--- config.mk ---
export PLATFORM = sky130hd
export DESIGN_NAME = ddr3_status_uart
export DESIGN_NICKNAME = d
export VERILOG_FILES = /design/src/rtl/ddr3_status_uart.sv
export SDC_FILE = /design/constraint.sdc
export NUM_CORES = 1
export LEC_CHECK = 0
export ABC_AREA = 1
export BUFFER_PORTS_ARGS = -buffer_cell sky130_fd_sc_hd__buf_4
export CORE_UTILIZATION = 51
export CTS_CLUSTER_DIAMETER = 60
export CTS_CLUSTER_SIZE = 25
export DETAILED_ROUTE_END_ITERATION = 10
export PLACE_DENSITY = 0.74
export SLEW_MARGIN = 20
export SYNTH_ARGS = -nofsm -noshare
export SYNTH_HDL_FRONTEND = slang
export SYNTH_SLANG_ARGS = --single-unit
export TNS_END_PERCENT = 1
--- constraint.sdc ---
create_clock -name clk -period 1.8 [get_ports clk]
set_clock_uncertainty 0.05 [all_clocks]
set_input_delay 0.36 -clock clk [delete_from_list [all_inputs] [get_ports clk]]
set_output_delay 0.36 -clock clk [all_outputs]
set_load 0.1 [all_outputs]
--- src/rtl/ddr3_status_uart.sv ---
// Snapshots DDR3 tester status on completion and sends a 9-byte ASCII report over 8N1 UART.
// Optional heartbeat reports while running: define STATUS_HEARTBEAT_EN.
//
// state   | meaning
// --------+------------------------------------------------------------
// S_IDLE  | line high, waiting for a trigger
// S_START | start bit (tx=0) for DIV cycles
// S_DATA  | 8 data bits, LSB first, DIV cycles each
// S_STOP  | stop bit (tx=1); after byte 9 the report completes here
module ddr3_status_uart #(
    parameter int CLK_HZ           = 27_000_000,
    parameter int BAUD             = 115_200,
    parameter int HEARTBEAT_CYCLES = 27_000_000
) (
    input  logic       clk,
    input  logic       reset,
    input  logic       running,
    input  logic [3:0] state,
    input  logic       fail_high,
    input  logic       fail_low,
    output logic       tx,
    output logic       busy,
    output logic [7:0] msg_count
);

    localparam int DIV = CLK_HZ / BAUD;
    localparam int CW  = (DIV > 1) ? $clog2(DIV) : 1;
    localparam logic [CW-1:0] BAUD_LAST = CW'(DIV - 1);
    localparam logic [3:0]    LAST_BYTE = 4'd8;

    if (DIV < 2 || HEARTBEAT_CYCLES < 2) begin : g_cfg_check
        $error("ddr3_status_uart: CLK_HZ/BAUD must be >= 2 and HEARTBEAT_CYCLES >= 2");
    end

    typedef enum logic [1:0] {S_IDLE, S_START, S_DATA, S_STOP} uart_state_t;

    uart_state_t   fsm_q;
    logic          running_d;
    logic          trig_q;
    logic          pending;
    logic [3:0]    snap_state, cur_state;
    logic          snap_fh, snap_fl, cur_fh, cur_fl;
    logic [CW-1:0] baud_cnt;
    logic [2:0]    bit_idx;
    logic [3:0]    byte_idx;
    logic [7:0]    shift;
    logic          bit_end;
    logic          hb_fire;
    logic          trig_src;

`ifdef STATUS_HEARTBEAT_EN
    localparam int HW = (HEARTBEAT_CYCLES > 2) ? $clog2(HEARTBEAT_CYCLES) : 1;
    localparam logic [HW-1:0] HB_LAST = HW'(HEARTBEAT_CYCLES - 1);

    logic [HW-1:0] hb_cnt;

    always_ff @(posedge clk) begin
        if (reset || !running) begin
            hb_cnt <= '0;
        end else if (hb_cnt == HB_LAST) begin
            hb_cnt <= '0;
        end else begin
            hb_cnt <= hb_cnt + 1'b1;
        end
    end

    assign hb_fire = running && (hb_cnt == HB_LAST);
`else
    assign hb_fire = 1'b0;
`endif

    assign trig_src = (running_d && !running) || hb_fire;
    assign bit_end  = (baud_cnt == BAUD_LAST);

    function automatic logic [7:0] report_byte(input logic [3:0] idx, input logic [3:0] st,
                                               input logic fh, input logic fl);
        logic [7:0] b;
        case (idx)
            4'd0, 4'd1: b = 8'h44;
            4'd2:       b = 8'h52;
            4'd3:       b = 8'h20;
            4'd4:       b = fh ? 8'h48 : 8'h2D;
            4'd5:       b = fl ? 8'h4C : 8'h2D;
            4'd6:       b = (st < 4'd10) ? (8'h30 + {4'h0, st}) : (8'h37 + {4'h0, st});
            4'd7:       b = 8'h0D;
            default:    b = 8'h0A;
        endcase
        return b;
    endfunction

    always_ff @(posedge clk) begin
        if (reset) begin
            fsm_q      <= S_IDLE;
            tx         <= 1'b1;
            busy       <= 1'b0;
            msg_count  <= 8'd0;
            pending    <= 1'b0;
            running_d  <= 1'b0;
            trig_q     <= 1'b0;
            snap_state <= 4'd0;
            snap_fh    <= 1'b0;
            snap_fl    <= 1'b0;
            cur_state  <= 4'd0;
            cur_fh     <= 1'b0;
            cur_fl     <= 1'b0;
            baud_cnt   <= '0;
            bit_idx    <= 3'd0;
            byte_idx   <= 4'd0;
            shift      <= 8'd0;
        end else begin
            running_d <= running;
            trig_q    <= trig_src;
            // snap holds the next report's status; the report in flight reads cur_* only
            if (trig_src) begin
                snap_state <= state;
                snap_fh    <= fail_high;
                snap_fl    <= fail_low;
            end
            if (trig_q && busy) begin
                pending <= 1'b1;
            end
            if (fsm_q != S_IDLE) begin
                baud_cnt <= bit_end ? '0 : baud_cnt + 1'b1;
            end

            case (fsm_q)
                S_IDLE: begin
                    if (trig_q) begin
                        fsm_q     <= S_START;
                        busy      <= 1'b1;
                        tx        <= 1'b0;
                        baud_cnt  <= '0;
                        byte_idx  <= 4'd0;
                        shift     <= report_byte(4'd0, snap_state, snap_fh, snap_fl);
                        cur_state <= snap_state;
                        cur_fh    <= snap_fh;
                        cur_fl    <= snap_fl;
                    end
                end
                S_START: begin
                    if (bit_end) begin
                        fsm_q   <= S_DATA;
                        tx      <= shift[0];
                        shift   <= shift >> 1;
                        bit_idx <= 3'd0;
                    end
                end
                S_DATA: begin
                    if (bit_end) begin
                        if (bit_idx == 3'd7) begin
                            fsm_q <= S_STOP;
                            tx    <= 1'b1;
                        end else begin
                            bit_idx <= bit_idx + 3'd1;
                            tx      <= shift[0];
                            shift   <= shift >> 1;
                        end
                    end
                end
                S_STOP: begin
                    if (bit_end) begin
                        if (byte_idx == LAST_BYTE) begin
                            msg_count <= msg_count + 8'd1;
                            // a trigger landing on this edge counts as pending
                            if (pending || trig_q) begin
                                pending   <= 1'b0;
                                fsm_q     <= S_START;
                                tx        <= 1'b0;
                                byte_idx  <= 4'd0;
                                shift     <= report_byte(4'd0, snap_state, snap_fh, snap_fl);
                                cur_state <= snap_state;
                                cur_fh    <= snap_fh;
                                cur_fl    <= snap_fl;
                            end else begin
                                fsm_q <= S_IDLE;
                                busy  <= 1'b0;
                            end
                        end else begin
                            fsm_q    <= S_START;
                            tx       <= 1'b0;
                            byte_idx <= byte_idx + 4'd1;
                            shift    <= report_byte(byte_idx + 4'd1, cur_state, cur_fh, cur_fl);
                        end
                    end
                end
                default: fsm_q <= S_IDLE;
            endcase
        end
    end

endmodule

==> metrics <==
Final Hold Viols=0; Yosys reg bits=49; number of global-route vias before repair=2453; largest family of logic cells by synthesized area=simple AND/OR/NAND/NOR gates; CP peak stage delay=340 ps; Die Wd=approximately 75 um; max-slew violations=0; drt wl/cell=12.7 um; CP max FO=5; Max H-tree Level=2; RSZ-0062 raised after global routing=yes; area of the multi-input gates=1660 um2; clock buffer depth=2; Synth Cell Area=2720 um2; Compound-Gate Fraction of Synth Area=about a fifth; ys async rst share=0%; TritonCTS Buffers=5; clk_lat worst skew=310 ps; Setup TNS=-11.6 ps; post-layout util=68.6%; core footprint=approximately 5100 um2; Post-CTS Hold Buffers=0; Register Area=988 um2; count leader, synth=nand2_1; status=finished, violations left; cell taking the most area after synthesis=dfxtp_1; Synth top area share=36.1%; clock sinks=49; setup ws final=-11.6 ps; Max VDD drop=just under 0.0006 V; hpwl dp=4.52 mm; post-synthesis sequential area ratio=around 36%; share of cells above drive strength 1=roughly 26%; Critical Path AT=2020 ps; post-route clock period utilization=101%; Buf+Inv Stages, Crit Path=2; Ant. Diodes=0; first-pass GRT wire length=10.5 mm; synth unique cells=40; crit-path leading delay family=simple AND/OR/NAND/NOR gates; final instance area=3500 um2; xor/xnor share of the synthesized area=1.57%; Post-Synth Simple-Gate Area=27.3%; CP Cell Sequence=inv_2 -> ha_4 -> nand2_2 -> nor2_4 -> nand2_4 -> nor3_4 -> buf_4 -> nand4_1 -> a21oi_1 -> o21a_1; Final Power=4.35 mW; Max Clock Freq=between 500 and 600 MHz; CTS tree=done; final wirelength=6.46 mm; Setup crit end kind=register; root buf cell=clkbuf_8; Initial Utilization=53.2%; die area=5620 um2; dpl cell area=3160 um2; crit path time final=1810 ps; post-route ant nets=0; # IOs=19; Worst-Margin Slew=369 ps; Syn Area/Cell=7.10 um2; initial antenna violation count=0; synthesized instance count=383; MaxCap Viol Count=0; vias=2677; pin count of the biggest net entering global routing=24; Area Overhead vs Synth=28.9%; crit path max-delay cell type=dfxtp_2; proportion of synthesized area in mux cells=0%; Overflow after GRT=0; Port Buffer Count=18; post-DR vias/cell=roughly 5.2; Post-synth EDFFs=0; Std-Cell Rows=26; pwr dens=1240 nW/um2; DRT Pass-1 Iters=5; final setup fails=1; Critical Path RT=between 2000 and 2500 ps; violated checks=negative setup slack; CTS clk-pin slew, worst paths=90 ps; Ys Warns=0; Pleak=approximately 1.5 nW; ys flop type=dfxtp_1; NumNets Final=464; Tightest Hold Check Type=in -> reg; gpl congestion=0.852; startpoint types=register; max_slew headroom=approximately three quarters; synthesized-area fraction occupied by adder cells=7.37%; top cells by area, synth=dfxtp_1 (36%), nand2_1 (9.0%), o21ai_0 (8.1%), ha_1 (7.4%), inv_1 (7.0%); WS Path Type=reg -> reg; fillers=451; commonest cells in the netlist=nand2_1 (65), inv_1 (51), dfxtp_1 (49); Syn Nets=408; Tot GR Track Use=24.4%; die span in y=75.0 um; DRC viols=0; First DRT Iteration DRCs=175
[power breakdown]
part / total [mW] / switching, mW / leakage, nW / internal (mW)
combinational: 2.06 / 1.23 / 1.02 / 0.825
clock: 0.946 / 0.386 / 0.0687 / 0.559
sequential: 1.34 / 0.0983 / 0.401 / 1.24
[sequential cells by signal, summed over array words and instances, names as in the netlist, 2 cells and up]
name / flops
baud_cnt: 8
msg_count: 8
shift: 7
byte_idx: 4
cur_state: 4
snap_state: 4
bit_idx: 3
fsm_q: 2
[final cells by class]
cell class	count	area share, %
inverters	52	5.64
well taps	70	2.50
clock inverters	3	1.96
clock buffers	5	1.96
multi-input cells	275	47.4
flip-flops and latches	49	28.2
repair buffers	56	12.3
[metrics by stage]
step | hold slack, ps | instances | setup slack, ps
global placement | 409 | 498 | -17.3
CTS | 220 | 506 | -16.6
finish | 220 | 510 | -11.6
floorplan | 389 | 383 | -11.6
detailed placement | 418 | 498 | -43.1
global route | 236 | 510 | -95.9
[cell usage in the layout, fill, tap and decap left out, types with 3 or more instances in the layout]
cell type  Yosys  final
a21oi_1       38     36
a21oi_2        2      4
buf_4          1     53
buf_6          0      3
clkbuf_8       0      5
dfxtp_1       49     43
dfxtp_2        0      6
ha_1          16     10
ha_2           0      4
inv_1         51     45
inv_2          1      6
nand2_1       65     63
nand2_4        1      3
nand3_1       25     23
nand3b_1       3      3
nand4_1        8      8
nor2_1        38     35
nor2_4         2      4
nor3_1         8      6
o211ai_1       3      3
o21ai_0       44     35
o21ai_1        1      5
o21ai_2        1      5
[layer usage]
metal  routed length [um]  GRT usage (%)  up-vias
li1                     -              -     1387
met1                 2810           31.8     1206
met2                 3210           41.1       73
met3                  320           4.82       11
met4                  120           6.50        0
met5                    0              0        -
[logic make-up after synthesis]
kind of cell | Yosys count
AO/OA/AOI/OAI | 95
XOR/XNOR | 4
adder cells (fa/ha/maj) | 16
buffers and inverters | 59
flip-flops | 49
AND/OR/NAND/NOR | 160
[tightest hold or removal path: cells and delay by family]
kind                   cells  cell delay [ps]
buffers and inverters      2              120
AND/OR/NAND/NOR            1               70
[timing repair]
item,4_1_cts,5_1_grt
pin swaps,1,11
endpoints found under the setup margin,19,31
gates resized for setup,5,51
buffers inserted,0,4
hold endpoints to repair,0,0
[worst paths after layout]
| check | cells after the start | endpoint | slack (ps) | from |
|---|---|---|---|---|
| worst min-delay path | 3 | running_d$_SDFF_PP0_ | 220 | running |
| worst max register to register | 10 | msg_count[5]$_SDFFE_PP0P_ | -10 | byte_idx[1]$_SDFFE_PP0P_ |
| worst max-delay path | 10 | msg_count[5]$_SDFFE_PP0P_ | -10 | byte_idx[1]$_SDFFE_PP0P_ |
| worst min register to register | 2 | bit_idx[1]$_SDFFE_PP0P_ | 420 | bit_idx[1]$_SDFFE_PP0P_ |
Power figures use the tool's default switching activity.
